### src/rtl/alu_arbiter_if.sv
// Bus bundle for alu_arbiter: two requester ports, the shared-ALU side and the response port.
// The slave modport is the arbiter's view; master is the surrounding environment's view.
interface alu_arbiter_if #(parameter int WIDTH = 32);
    logic             req0_valid, req1_valid;
    logic             req0_ready, req1_ready;
    logic [3:0]       req0_op,    req1_op;
    logic [WIDTH-1:0] req0_a,     req1_a;
    logic [WIDTH-1:0] req0_b,     req1_b;

    logic [3:0]       alu_ctl;
    logic [WIDTH-1:0] alu_a, alu_b;
    logic [WIDTH-1:0] alu_result;
    logic             alu_zero;

    logic             rsp_valid;
    logic             rsp_ready;
    logic             rsp_id;
    logic [WIDTH-1:0] rsp_result;
    logic             rsp_zero, rsp_err;

    modport slave (
        input  req0_valid, req1_valid, req0_op, req1_op, req0_a, req1_a, req0_b, req1_b,
        output req0_ready, req1_ready,
        output alu_ctl, alu_a, alu_b,
        input  alu_result, alu_zero,
        output rsp_valid, rsp_id, rsp_result, rsp_zero, rsp_err,
        input  rsp_ready
    );

    modport master (
        output req0_valid, req1_valid, req0_op, req1_op, req0_a, req1_a, req0_b, req1_b,
        input  req0_ready, req1_ready,
        input  alu_ctl, alu_a, alu_b,
        output alu_result, alu_zero,
        input  rsp_valid, rsp_id, rsp_result, rsp_zero, rsp_err,
        output rsp_ready
    );
endinterface

### src/rtl/alu_arbiter.sv
// Two-requester arbiter in front of a shared combinational ALU: IDLE -> EXEC -> RESP.
// Define ALU_ARB_FIXED_PRIO_EN to resolve ties always toward req0 instead of round-robin.
module alu_arbiter #(
    parameter int WIDTH = 32
) (
    input  logic         clk,
    input  logic         rst_n,
    alu_arbiter_if.slave bus
);

    typedef enum logic [1:0] {IDLE, EXEC, RESP} state_t;

    localparam logic [3:0] OP_ADD = 4'b0010;

    state_t           state_q, state_d;
    logic [3:0]       op_q, op_d;
    logic [WIDTH-1:0] a_q, a_d, b_q, b_d;
    logic             id_q, id_d;
    logic [WIDTH-1:0] res_q, res_d;
    logic             zero_q, zero_d;
    logic             err_q, err_d;
`ifndef ALU_ARB_FIXED_PRIO_EN
    logic             last_grant_q, last_grant_d;
`endif

    logic [1:0]       vld, gnt;
    logic [3:0]       alu_ctl;
    logic [WIDTH-1:0] alu_a, alu_b;

    function automatic logic op_legal(input logic [3:0] op);
        case (op)
            4'b0000, 4'b0001, 4'b0010, 4'b0011,
            4'b0100, 4'b0110, 4'b1001: return 1'b1;
            default:                   return 1'b0;
        endcase
    endfunction

    assign vld = {bus.req1_valid, bus.req0_valid};

    // Grant is only ever raised for a currently-valid requester, so ready implies accept.
    always_comb begin
        gnt = 2'b00;
        if (state_q == IDLE) begin
            case (vld)
                2'b01:   gnt = 2'b01;
                2'b10:   gnt = 2'b10;
`ifdef ALU_ARB_FIXED_PRIO_EN
                2'b11:   gnt = 2'b01;
`else
                2'b11:   gnt = last_grant_q ? 2'b01 : 2'b10;
`endif
                default: gnt = 2'b00;
            endcase
        end
    end

    always_comb begin
        state_d = state_q;
        op_d    = op_q;
        a_d     = a_q;
        b_d     = b_q;
        id_d    = id_q;
        res_d   = res_q;
        zero_d  = zero_q;
        err_d   = err_q;
`ifndef ALU_ARB_FIXED_PRIO_EN
        last_grant_d = last_grant_q;
`endif
        alu_ctl = OP_ADD;
        alu_a   = '0;
        alu_b   = '0;

        case (state_q)
            IDLE: begin
                if (|gnt) begin
                    state_d = EXEC;
                    id_d    = gnt[1];
                    op_d    = gnt[1] ? bus.req1_op : bus.req0_op;
                    a_d     = gnt[1] ? bus.req1_a  : bus.req0_a;
                    b_d     = gnt[1] ? bus.req1_b  : bus.req0_b;
`ifndef ALU_ARB_FIXED_PRIO_EN
                    last_grant_d = gnt[1];
`endif
                end
            end
            EXEC: begin
                // Illegal ops still occupy an ALU slot, but their result is squashed.
                alu_ctl = op_legal(op_q) ? op_q : OP_ADD;
                alu_a   = a_q;
                alu_b   = b_q;
                res_d   = op_legal(op_q) ? bus.alu_result : '0;
                zero_d  = op_legal(op_q) & bus.alu_zero;
                err_d   = ~op_legal(op_q);
                state_d = RESP;
            end
            RESP: begin
                if (bus.rsp_ready) state_d = IDLE;
            end
            default: state_d = IDLE;
        endcase
    end

    always_ff @(posedge clk or negedge rst_n) begin
        if (!rst_n) begin
            state_q <= IDLE;
            op_q    <= '0;
            a_q     <= '0;
            b_q     <= '0;
            id_q    <= 1'b0;
            res_q   <= '0;
            zero_q  <= 1'b0;
            err_q   <= 1'b0;
`ifndef ALU_ARB_FIXED_PRIO_EN
            last_grant_q <= 1'b1;
`endif
        end else begin
            state_q <= state_d;
            op_q    <= op_d;
            a_q     <= a_d;
            b_q     <= b_d;
            id_q    <= id_d;
            res_q   <= res_d;
            zero_q  <= zero_d;
            err_q   <= err_d;
`ifndef ALU_ARB_FIXED_PRIO_EN
            last_grant_q <= last_grant_d;
`endif
        end
    end

    assign bus.req0_ready = gnt[0];
    assign bus.req1_ready = gnt[1];
    assign bus.alu_ctl    = alu_ctl;
    assign bus.alu_a      = alu_a;
    assign bus.alu_b      = alu_b;
    assign bus.rsp_valid  = (state_q == RESP);
    assign bus.rsp_id     = id_q;
    assign bus.rsp_result = res_q;
    assign bus.rsp_zero   = zero_q;
    assign bus.rsp_err    = err_q;

endmodule
### src/flat_wrapper.sv
// flat-port wrapper written by rule: the top's interface ports become plain ports
module alu_arbiter_flat 
#(
    parameter int WIDTH = 32
)
  (clk, rst_n, bus_req0_valid, bus_req1_valid, bus_req0_op, bus_req1_op, bus_req0_a, bus_req1_a, bus_req0_b, bus_req1_b, bus_req0_ready, bus_req1_ready, bus_alu_ctl, bus_alu_a, bus_alu_b, bus_alu_result, bus_alu_zero, bus_rsp_valid, bus_rsp_id, bus_rsp_result, bus_rsp_zero, bus_rsp_err, bus_rsp_ready);
  alu_arbiter_if #(.WIDTH(WIDTH)) bus_i ();
  input  logic clk;
  input  logic rst_n;
  input wire logic [$bits(bus_i.req0_valid)-1:0] bus_req0_valid;
  input wire logic [$bits(bus_i.req1_valid)-1:0] bus_req1_valid;
  input wire logic [$bits(bus_i.req0_op)-1:0] bus_req0_op;
  input wire logic [$bits(bus_i.req1_op)-1:0] bus_req1_op;
  input wire logic [$bits(bus_i.req0_a)-1:0] bus_req0_a;
  input wire logic [$bits(bus_i.req1_a)-1:0] bus_req1_a;
  input wire logic [$bits(bus_i.req0_b)-1:0] bus_req0_b;
  input wire logic [$bits(bus_i.req1_b)-1:0] bus_req1_b;
  output wire logic [$bits(bus_i.req0_ready)-1:0] bus_req0_ready;
  output wire logic [$bits(bus_i.req1_ready)-1:0] bus_req1_ready;
  output wire logic [$bits(bus_i.alu_ctl)-1:0] bus_alu_ctl;
  output wire logic [$bits(bus_i.alu_a)-1:0] bus_alu_a;
  output wire logic [$bits(bus_i.alu_b)-1:0] bus_alu_b;
  input wire logic [$bits(bus_i.alu_result)-1:0] bus_alu_result;
  input wire logic [$bits(bus_i.alu_zero)-1:0] bus_alu_zero;
  output wire logic [$bits(bus_i.rsp_valid)-1:0] bus_rsp_valid;
  output wire logic [$bits(bus_i.rsp_id)-1:0] bus_rsp_id;
  output wire logic [$bits(bus_i.rsp_result)-1:0] bus_rsp_result;
  output wire logic [$bits(bus_i.rsp_zero)-1:0] bus_rsp_zero;
  output wire logic [$bits(bus_i.rsp_err)-1:0] bus_rsp_err;
  input wire logic [$bits(bus_i.rsp_ready)-1:0] bus_rsp_ready;
  assign bus_i.req0_valid = bus_req0_valid;
  assign bus_i.req1_valid = bus_req1_valid;
  assign bus_i.req0_op = bus_req0_op;
  assign bus_i.req1_op = bus_req1_op;
  assign bus_i.req0_a = bus_req0_a;
  assign bus_i.req1_a = bus_req1_a;
  assign bus_i.req0_b = bus_req0_b;
  assign bus_i.req1_b = bus_req1_b;
  assign bus_req0_ready = bus_i.req0_ready;
  assign bus_req1_ready = bus_i.req1_ready;
  assign bus_alu_ctl = bus_i.alu_ctl;
  assign bus_alu_a = bus_i.alu_a;
  assign bus_alu_b = bus_i.alu_b;
  assign bus_i.alu_result = bus_alu_result;
  assign bus_i.alu_zero = bus_alu_zero;
  assign bus_rsp_valid = bus_i.rsp_valid;
  assign bus_rsp_id = bus_i.rsp_id;
  assign bus_rsp_result = bus_i.rsp_result;
  assign bus_rsp_zero = bus_i.rsp_zero;
  assign bus_rsp_err = bus_i.rsp_err;
  assign bus_i.rsp_ready = bus_rsp_ready;
  alu_arbiter #(.WIDTH(WIDTH)) u_core (.clk(clk), .rst_n(rst_n), .bus(bus_i));
endmodule
### config.mk
export PLATFORM = sky130hd
export DESIGN_NAME = alu_arbiter_flat
export DESIGN_NICKNAME = d
export VERILOG_FILES = /design/src/rtl/alu_arbiter_if.sv /design/src/rtl/alu_arbiter.sv /design/src/flat_wrapper.sv
export SDC_FILE = /design/constraint.sdc
export NUM_CORES = 1
export LEC_CHECK = 0
export ABC_CLOCK_PERIOD_IN_PS = 4400
export CAP_MARGIN = 20
export CORE_MARGIN = 2
export CORE_UTILIZATION = 44
export CTS_CLUSTER_DIAMETER = 200
export DETAILED_ROUTE_END_ITERATION = 16
export MAX_ROUTING_LAYER = met4
export PLACE_DENSITY_LB_ADDON = 0.12
export SYNTH_ARGS = -nofsm -noshare
export SYNTH_HDL_FRONTEND = slang
export SYNTH_SLANG_ARGS = --single-unit
### constraint.sdc
create_clock -name clk -period 4.4 [get_ports clk]
set_input_delay 0.44 -clock clk [delete_from_list [all_inputs] [get_ports clk]]
set_output_delay 0.44 -clock clk [all_outputs]
set_load 0.005 [all_outputs]
# ---- Word level (Yosys, flattened, before mapping)
# Cells that the tools add are included.
dict set report totals {
  reg_bits 106
  out_inout_bits 106
  input_bits 174
  elab_cells 46
}
dict set report classes {
  eq_ne 13
  mux 16
  bitwise_logic 2
  n_reduce_logical 6
}
# operator n
set op_table {}
lappend op_table {{$mux W32} 5}
lappend op_table {{$mux W4} 3}
lappend op_table {{$pmux W2 S3} 2}
lappend op_table {{$eq A4 B2 Y1 const B} 2}
lappend op_table {{$eq A4 B3 Y1 const B} 2}
lappend op_table {{$mux W2} 4}
lappend op_table {{$reduce_or A7 Y1} 1}
lappend op_table {{$eq A2 B2 Y1 const B} 3}
lappend op_table {{$eq A2 B1 Y1 const B} 2}
lappend op_table {{$eq A4 B1 Y1 const B} 1}
lappend op_table {{$eq A4 B4 Y1 const B} 1}
lappend op_table {{$logic_not A4 Y1} 1}
lappend op_table {{$reduce_and A2 Y1} 2}
lappend op_table {{$logic_not A2 Y1} 1}
lappend op_table {{$mux W1} 2}
lappend op_table {{$ne A2 B1 Y1 const B} 1}
lappend op_table {{$ne A2 B2 Y1 const B} 1}
lappend op_table {{$reduce_or A2 Y1} 1}
lappend op_table {{$and A1 B1 Y1} 1}
lappend op_table {{$not A1 Y1} 1}

# ---- Logic depth before layout (Yosys ltp)
# Gate-level depths: netlist of run 1.
dict set report depth {
  ltp_word 6
  ltp_mapped 6
  depth_no_buf 3
}

# ---- Worst setup path before layout of run 1
# Ideal clock, no wire load.
dict set report synth_timing {
  path_kind {register to output}
  from {reg u_core.state_q[1]}
  to {out bus_alu_ctl[0]}
  t_arrival_ps 1340
  required_ps 3960
  stages_incl_launch_ff 7
  path_slack_ps 2620
  cell_sequence {dfrtp_1 > nand2b_1 > buf_2 > a221oi_2 > buf_4 > buf_4 > and2_1}
}
dict set report synth_via {
  elab_chain_len 2
}
# element line
set synth_lines {}
lappend synth_lines {{from (decl)} alu_arbiter.sv:15} ;# state_t state_q, state_d;
lappend synth_lines {{from (signal assigned)} alu_arbiter.sv:117} ;# state_q <= state_d;
lappend synth_lines {{$eq A2 B1 Y1} --}
lappend synth_lines {{$mux W4} alu_arbiter.sv:73} ;# case (state_q)
lappend synth_lines {{to (decl)} flat_wrapper.sv:20} ;# output wire logic [$bits(bus_i.alu_ctl)-1:0] bus_alu_ctl;
# Every way passes these cells.

# ---- Worst setup path in the final report of run 1
# Same ends and word-level chain as after synthesis.

==> results of run 1 <==
## metal layers
metal / track usage, % / share of wire, % / up-vias
li1: - / - / 2621
met1: 37.7 / 39 / 2891
met2: 48.2 / 49 / 357
met3: 5.18 / 7.9 / 63
met4: 13.0 / 4.0 / 0
met5: - / 0 / -
## power by group through the flow
stage	logic [mW]	clock network [mW]	registers, mW
finish	2.49	0.773	1.74
floorplan	1.33	0	1.61
global route	2.70	0.823	1.78
detailed placement	2.48	0	1.74
CTS	2.50	0.786	1.73
global placement	2.36	0	1.72
## cell usage in the layout, fill, tap and decap left out, types with 2 or more instances in the layout
master and instances:
clkinvlp_4 2, inv_1 2, o21ai_0 69, clkbuf_16 9, nor2_1 3, inv_6 3
clkinv_2 2, nand3b_1 68, and3_1 68, a22o_1 33, dfrtp_1 105, buf_12 2
o2111ai_1 68, nand2b_1 4, buf_4 11, clkdlybuf4s50_1 277, nor2_4 2, and2_1 68
## flip-flops by register name, indices dropped and copies added (netlist names)
register / count
u_core.a_q: 32
u_core.b_q: 32
u_core.bus.rsp_err: 1
u_core.state_q: 2
u_core.last_grant_q: 1
u_core.bus.rsp_id: 1
u_core.op_q: 4
u_core.bus.rsp_result: 32
u_core.bus.rsp_zero: 1
## path summary, 6_finish.rpt
| kind | startpoint | end | slack (ns) | cells after the start |
|---|---|---|---|---|
| min in group clk | u_core.bus.rsp_result[22] | u_core.bus.rsp_result[22] | 0.51 | 1 |
| min reg2reg | u_core.bus.rsp_result[22] | u_core.bus.rsp_result[22] | 0.51 | 1 |
| min | rst_n | u_core.b_q[25] | 0.49 | 2 |
| max | u_core.state_q[1] | bus_alu_ctl[0] | 1.46 | 4 |
| max reg2reg | u_core.last_grant_q | u_core.b_q[22] | 2.41 | 4 |
| max in group asynchronous | rst_n | u_core.bus.rsp_result[22] | 2.93 | 4 |
## cell type report
cell class                      instances  area share (%)
Clock buffer                            9            2.55
Clock inverter                          7           0.580
Inverter                                3           0.127
Multi-Input combinational cell        391            31.1
Sequential cell                       106            30.0
Tap cell                              172            2.43
Timing Repair Buffer                  293            33.2
## cells by family (layout without fill, tap and decap cells)
kind of cell	Yosys count	after routing
AOI/OAI and AO/OA	174	174
buffers and inverters	77	312
DFF	106	106
and+or+nand+nor	217	217
## worst max-delay path, stage by stage (launching register included)
cell and delay, ns:
dfrtp_1 0.50, nand2b_1 0.25, a221oi_4 0.61, and2_1 0.28, clkdlybuf4s50_1 0.52
## timing repair
item / in CTS / in global routing
hold buffers: 0 / 1
buffers inserted: 0 / 0
hold endpoints to repair: 0 / 15
## through the flow
step                      total power, mW  hold slack (ns)  worst slack, ns  instances
after floorplan                      2.94            0.144             2.62        574
after global placement               4.08            0.486             1.63        961
after detailed placement             4.22            0.490             1.82        963
after CTS                            5.01            0.314             1.44        979
after global routing                 5.30            0.518             1.31        981
final                                5.01            0.491             1.46        981
==> summary.txt, run 1 <==
Yosys top cell area share - 46.3%
Comb pwr share - 49.8%
Max VDD drop - 0.000383 V
Fmax - 340 MHz
Via density - 6.05
Final Instance Area - 8840 um^2
Synth top cells by count - 105 x dfrtp_1, 69 x o21ai_0
Internal Power - 3.11 mW
diodes inserted - 0
post-route setup TNS - 0 ns
initial antenna violation count - 0
RSZ-0062 raised after global routing - false
FF+latch area - 2650 um^2
proportion of layout cells with a drive suffix above 1 - 4.94%
crit path max fanout - 18
cell taking the most area after synthesis - dfrtp_1
CP Class - flop to output pin
Worst EP required - 3.96 ns
Filler cells - 996
core area - 12600 um^2
WL final - 20800 um
Critical Path End Type - output pin
sw power - 1.90 mW
Yosys cell types - 24
adder-cell share of the synthesized area - 0%
Initial Utilization - 44.9%
row cnt - 41
number of global-route vias before repair - 5826
hpwl dp - 13700 um
Period minus WS final - 2.94 ns
ys async rst share - 100%
cells resized by post-CTS repair - 0
Post-Syn Area - 5670 um^2
arrival time at the worst endpoint - 2.50 ns
Slew @ Worst Pin - 0.903 ns
Placed Area - 8530 um^2
largest family of logic cells by synthesized area - simple AND/OR/NAND/NOR gates
global-route wire length before repair - 32100 um
die width - 118 um
Layout area overhead - 55.9%
Clock Skew - 0.00711 ns
syn avg cell area - 9.88 um^2
initial DRC count - 419
Clk Latency, worst-skew pair - 0.35 ns
clock root buffer - clkbuf_16
max_cap viols - 0
Tightest Hold Check Type - input port to asynchronous set/reset pin
power share of the clock group - 15.4%
DR DRC count - 0
Final ANT Viol Nets - 0
Synth Area in Compound Gates - 22.4%
IO Count - 280
number of CTS-inserted buffers - 9
gp weighted congestion - 0.871
GRT overflow - 0
fin. max-slew vios - 0
overall routing resource usage - 30.1%
CTS tree - done
Syn Inst Count - 574
sequential share of power - 34.8%
fin util - 70.1%
Multi-input gate area - 2750 um^2
Die H - 118 um
post-synthesis register bit count - 106
synth top area cells - dfrtp_1 46%, o2111ai_1 11%, nand3b_1 9.0%
relative slew slack - 39.8%
number of setup violations in the final report - 0
die footprint - 13800 um^2
CP Launch Type - flop
Period Utilization, post-route - 66.9%
Leak - 3.74 nW
Synth Flop Type - dfrtp_1
largest net degree at the start of global routing - 81
Port Buf Inserts - 279
post-synthesis xor/xnor area fraction - 0%
sw frac - 37.9%
syn_nets - 748
Max Root-Sink Buffers - 2
DR WL/cell - 21.2 um
clk sinks - 106
Power Density - 566 nW/um^2
clk slew on worst S/H paths - 0.07 ns
Post-synth EDFFs - 0
Final Hold Viols - 0
status - finished, final reports clean
most common cell in the netlist - dfrtp_1
sequential area share after synthesis - 46.8%
mux share of post-synthesis cell area - 0%
DRT Pass-1 Iters - 5
H-tree levels - 3
Ys Warns - 0
Nets - 978
area share of and/or/nand/nor cells after synthesis - 25.3%
DR vias - 5932
Note: power is estimated with default switching activity, not from simulation.
==> run 2: changes to the inputs <==
ABC_CLOCK_PERIOD_IN_PS = 2800   (was 4400)
CORE_UTILIZATION = 41   (was 44)
clock period = 2.8 ns   (was 4.4 ns; I/O delays follow)
==> summary.txt, run 2 (synthesis gave the netlist of run 1 again) <==
die footprint - 14800 um^2 (+7.1%)
post-route setup TNS - 0 ns (unchanged)
Port Buf Inserts - 279 (unchanged)
DR DRC count - 0 (unchanged)
diodes inserted - 0 (unchanged)
kind of cell adding the most delay to the critical path - buffers and inverters
overall routing resource usage - 27.7% (-2.4 points)
Final ANT Viol Nets - 0 (unchanged)
Final Instance Area - 8860 um^2 (+0.20%)
Leak - 3.76 nW (+0.54%)
Setup WS post-layout - 0.338 ns (-1.12 ns)
Layout area overhead - 56.2%
Die H - 122 um (+3.5%)
Fmax - 406 MHz
Period Utilization, post-route - 87.9%
WHS - 0.479 ns (-0.0120 ns)
Tightest Hold Check Type - input port to asynchronous set/reset pin
number of cells on the worst reg-to-reg path - 3 (-1)
largest net degree at the start of global routing - 70 (-14%)
Initial Utilization - 42.3% (-2.6 points)
H-tree levels - 3 (unchanged)
sw frac - 37.9% (about the same)
Slew @ Worst Pin - 0.802 ns (-0.101 ns)
DR vias - 5767 (-2.8%)
most common cell after layout, fill and taps aside - clkdlybuf4s50_1
Reg2Reg Capture Point - u_core.a_q[13]
initial DRC count - 573 (+37%)
Worst R2R Start - u_core.last_grant_q
fin. max-slew vios - 0 (unchanged)
IO Count - 280 (unchanged)
setup slack after placement - 0.725 ns (-1.10 ns)
cells resized by post-CTS repair - 0 (unchanged)
global-route wire length before repair - 31300 um (-2.5%)
Worst EP required - 2.52 ns (-1.44 ns)
power share of the clock group - 16.5% (+1.1 points)
clk sinks - 106 (unchanged)
slowest CP cell - clkdlybuf4s50_1
overall power - 7.89 mW (+58%)
crit-path max cell delay - 0.52 ns (-0.09 ns)
row cnt - 42 (+2.4%)
Period minus WS final - 2.46 ns
arrival time at the worst endpoint - 2.18 ns (-0.32 ns)
Post-CTS Setup Bufs - 0 (unchanged)
Critical Path End Type - output pin
Clock Skew - 0.00793 ns (+0.000816 ns)
GRT overflow - 0 (unchanged)
most frequent cells in the layout - 277 x clkdlybuf4s50_1, 105 x dfrtp_1, 69 x o21ai_0
Max Root-Sink Buffers - 2 (unchanged)
CTS tree - done
WL final - 20000 um (-3.7%)
critical path depth - 4 (unchanged)
core area - 13400 um^2 (+6.2%)
Nets - 981 (+0.31%)
R2R setup slack - 0.93 ns (-1.48 ns)
critical path, cell by cell - nor2b_4 -> buf_4 -> and2_1 -> clkdlybuf4s50_1
DR WL/cell - 20.2 um (-4.4%)
RSZ-0062 raised after global routing - false
Filler cells - 1088 (+9.2%)
clk slew on worst S/H paths - 0.08 ns (about the same)
hpwl dp - 13000 um (-5.2%)
Worst setup startpoint - u_core.state_q[0]
clock root buffer - clkbuf_16
CP bufs+invs - 2 (+1)
sw power - 2.99 mW (+58%)
Max VDD drop - 0.000686 V (+79%)
number of global-route vias before repair - 6116 (+5.0%)
die width - 122 um (+3.5%)
initial antenna violation count - 0 (unchanged)
number of setup violations in the final report - 0 (unchanged)
Placed Area - 8550 um^2 (+0.26%)
CP Class - flop to output pin
max_cap viols - 0 (unchanged)
number of CTS-inserted buffers - 9 (unchanged)
sequential share of power - 33.7% (-1.1 points)
Final Hold Viols - 0 (unchanged)
Via density - 5.84 (-3.5%)
Internal Power - 4.90 mW (+58%)
status - finished, final reports clean
crit path max fanout - 45 (+27)
Comb pwr share - 49.8% (about the same)
relative slew slack - 46.5% (+6.7 points)
CP Launch Type - flop
Power Density - 890 nW/um^2 (+57%)
gp weighted congestion - 0.831 (-4.5%)
Clk Latency, worst-skew pair - 0.36 ns (about the same)
DRT Pass-1 Iters - 5 (unchanged)
proportion of layout cells with a drive suffix above 1 - 5.30% (+0.35 points)
## run 2: changes by cell type in the layout (fill, tap and decap cells not counted), moves of 2 or more
cell / before / now
buf_4: 11 / 16
inv_8: 0 / 5
clkinvlp_4: 2 / 0
clkinv_2: 2 / 0
## run 2: metrics by stage
| step | utilization (%) | cells |
|---|---|---|
| 2_1_floorplan | - | 574 |
| 3_3_place_gp | 63.8 | 971 |
| 3_5_place_dp | 63.8 | 971 |
| 4_1_cts | 66.1 | 988 |
| 5_1_grt | 66.1 | 988 |
| 6_report | 66.1 | 988 |
## run 2: what timing repair did
action / 4_1_cts / 5_1_grt
endpoints found under the hold margin: 43 / 0
setup endpoints to repair: 0 / 0
hold buffers: 1 / 0
## run 2: power groups by stage
| stage | logic, mW | clock network [mW] | registers, mW |
|---|---|---|---|
| 6_report | 3.93 | 1.30 | 2.66 |
| 5_1_grt | 4.28 | 1.38 | 2.75 |
| 4_1_cts | 3.94 | 1.32 | 2.65 |
| 3_5_place_dp | 3.91 | 0 | 2.68 |
| 3_3_place_gp | 3.85 | 0 | 2.64 |
| 2_1_floorplan | 2.09 | 0 | 2.53 |
## run 2: how the worst max path moves through the flow
stage                     endpoint
CTS                  bus_alu_a[31]
detailed placement   bus_alu_a[31]
floorplan           bus_alu_ctl[0]
finish               bus_alu_b[30]
global placement    bus_req1_ready
global route         bus_alu_b[30]
## run 2: routing by layer
layer	part of all wire [%]	vias to the layer above	track usage, %
li1	-	2620	-
met1	40	2789	33.5
met2	47	311	45.1
met3	8.9	47	5.34
met4	3.4	0	12.6
met5	0	-	-
## run 2: cell type report
| cell class | count | area (um^2) | area share, % |
|---|---|---|---|
| clock buffer | 9 | 225 | 2.54 |
| clock inverter | 7 | 73.8 | 0.833 |
| inverter | 3 | 11.3 | 0.127 |
| multi-input combinational | 391 | 2750 | 31.0 |
| sequential | 106 | 2650 | 30.0 |
| tap | 176 | 220 | 2.49 |
| timing repair buffer | 296 | 2930 | 33.0 |
==> run 3: changes to the inputs <==
CORE_MARGIN = default   (was 2)
GPL_TIMING_DRIVEN = 0   (was default)
TNS_END_PERCENT = 50   (was default)
==> summary.txt, run 3 (synthesis gave the netlist of run 1 again) <==
status - finished, final reports clean
Clk Latency, worst-skew pair - 0.36 ns (about the same)
Worst R2R Start - u_core.last_grant_q
die footprint - 14300 um^2 (-3.3%)
DR DRC count - 0 (unchanged)
grt met2 use - 45.1% (about the same)
Period Utilization, post-route - 95.6% (+7.7 points)
CTS tree - done
met3 usage - 4.80% (-0.54 points)
RSZ-0062 raised after global routing - true
most common cell after layout, fill and taps aside - clkdlybuf4s50_1
initial DRC count - 436 (-24%)
DR vias - 5935 (+2.9%)
crit path max fanout - 10 (-78%)
IO Count - 280 (unchanged)
relative slew slack - 54.8% (+8.3 points)
Power Density - 882 nW/um^2 (-0.95%)
CP Class - flop to output pin
Critical Path End Type - output pin
Final ANT Viol Nets - 0 (unchanged)
hpwl dp - 14900 um (+14%)
H-tree levels - 3 (unchanged)
Layout area overhead - 59.3%
initial antenna violation count - 0 (unchanged)
Initial Utilization - 42.5% (+0.17 points)
clk slew on worst S/H paths - 0.07 ns (about the same)
sw power - 3.01 mW (+0.61%)
Port Buf Inserts - 278 (-0.36%)
GRT overflow - 0 (unchanged)
overall power - 7.97 mW (+1.0%)
Via density - 5.66 (-3.0%)
R2R setup slack - 0.88 ns (-0.05 ns)
arrival time at the worst endpoint - 2.40 ns (+0.22 ns)
Setup WS post-layout - 0.123 ns (-0.215 ns)
Fmax - 374 MHz (-8.0%)
setup slack after placement - 0.0921 ns (-0.632 ns)
Placed Cells - 1029 (+6.0%)
number of setup violations in the final report - 0 (unchanged)
Leak - 3.81 nW (+1.3%)
gp weighted congestion - 0.887 (+6.7%)
core area - 13300 um^2 (-0.39%)
Filler cells - 1083 (-0.46%)
Period minus WS final - 2.68 ns (+0.215 ns)
GR met1 Demand/Resource - 38.7% (+5.2 points)
Tightest Hold Check Type - input port to asynchronous set/reset pin
row cnt - 42 (unchanged)
fin util - 67.7% (+1.6 points)
Clock Skew - 0.00707 ns (-0.000857 ns)
global-route wire length before repair - 31800 um (+1.6%)
diodes inserted - 0 (unchanged)
Max VDD drop - 0.000394 V (-43%)
fin. max-slew vios - 0 (unchanged)
Worst setup startpoint - u_core.last_grant_q
CP Launch Type - flop
most used routing layer - met2
Nets - 1041 (+6.1%)
overall routing resource usage - 29.3% (+1.7 points)
CP endpoint - bus_req1_ready
DRT Pass-1 Iters - 5 (unchanged)
number of global-route vias before repair - 5927 (-3.1%)
sw frac - 37.7% (-0.15 points)
Die H - 120 um (-1.6%)
max_cap viols - 0 (unchanged)
largest net degree at the start of global routing - 61 (-13%)
die width - 120 um (-1.6%)
Max Root-Sink Buffers - 2 (unchanged)
proportion of layout cells with a drive suffix above 1 - 4.70% (-0.59 points)
WL final - 20100 um (+0.45%)
WHS - 0.494 ns (+0.0151 ns)
Worst EP required - 2.52 ns (about the same)
number of cells on the worst reg-to-reg path - 5 (+2)
sequential share of power - 32.7% (-1.0 points)
Comb pwr share - 51.6% (+1.8 points)
Slew @ Worst Pin - 0.678 ns (-0.124 ns)
final std cells w/o fill - 1048 (+6.1%)
Reg2Reg Capture Point - u_core.a_q[13]
number of CTS-inserted buffers - 9 (unchanged)
clock root buffer - clkbuf_16
DR WL/cell - 19.2 um (-5.3%)
Internal Power - 4.96 mW (+1.3%)
clk sinks - 106 (unchanged)
power share of the clock group - 15.8% (-0.7 points)
most frequent cells in the layout - 277 x clkdlybuf4s50_1, 104 x dfrtp_1, 69 x o21ai_0
Final Hold Viols - 0 (unchanged)
-- run 3: repair_timing --
action,4_1_cts,5_1_grt
resized for setup,2,9
hold buffers,1,0
endpoints found under the setup margin,33,17
pin swaps,0,0
setup buffers,0,2
endpoints found under the hold margin,45,0
-- run 3: per-layer routing --
metal,vias up,wire length [um]
met5,-,0
met4,0,631
met3,41,1540
met2,305,9580
met1,2843,8330
li1,2746,-
-- run 3: power by group through the flow --
stage	sequential, mW	clock [mW]	combinational (mW)
floorplan	2.53	0	2.09
global placement	2.58	0	3.95
detailed placement	2.61	0	4.05
CTS	2.58	1.26	4.08
global route	2.69	1.34	4.52
finish	2.60	1.26	4.11
-- run 3: per-stage QoR --
step,cell area [um^2],TNS [ns]
2_1_floorplan,5670,0
3_3_place_gp,8670,-281.73
3_5_place_dp,8700,0
4_1_cts,9000,0
5_1_grt,9030,-0.211
6_report,9030,0
-- run 3: final cells by class --
cell class | instances | area [um^2] | share of cell area [%]
well taps | 176 | 220 | 2.44
clock inverters | 7 | 60.1 | 0.665
inverters | 3 | 11.3 | 0.125
multi-input cells | 391 | 2730 | 30.2
plain buffers | 74 | 303 | 3.35
repair buffers | 282 | 2830 | 31.4
clock buffers | 9 | 225 | 2.49
flip-flops and latches | 106 | 2660 | 29.4
-- run 3: worst max-delay path, cell delays in order, from the launching register on --
cell and delay [ns]:
dfstp_2 0.52, clkbuf_1 0.36, nand2_2 0.26, clkbuf_1 0.26, and2_1 0.20, clkdlybuf4s50_1 0.44
-- run 3: how the worst min path moves through the flow --
| stage | start | end | depth (start not counted) |
|---|---|---|---|
| 2_1_floorplan | rst_n | u_core.a_q[0] | 0 |
| 3_3_place_gp | u_core.bus.rsp_zero | u_core.bus.rsp_zero | 1 |
| 3_5_place_dp | rst_n | u_core.b_q[26] | 1 |
| 4_1_cts | bus_req0_b[30] | u_core.b_q[30] | 3 |
| 5_1_grt | bus_req0_a[2] | u_core.a_q[2] | 3 |
| 6_report | rst_n | u_core.b_q[26] | 2 |
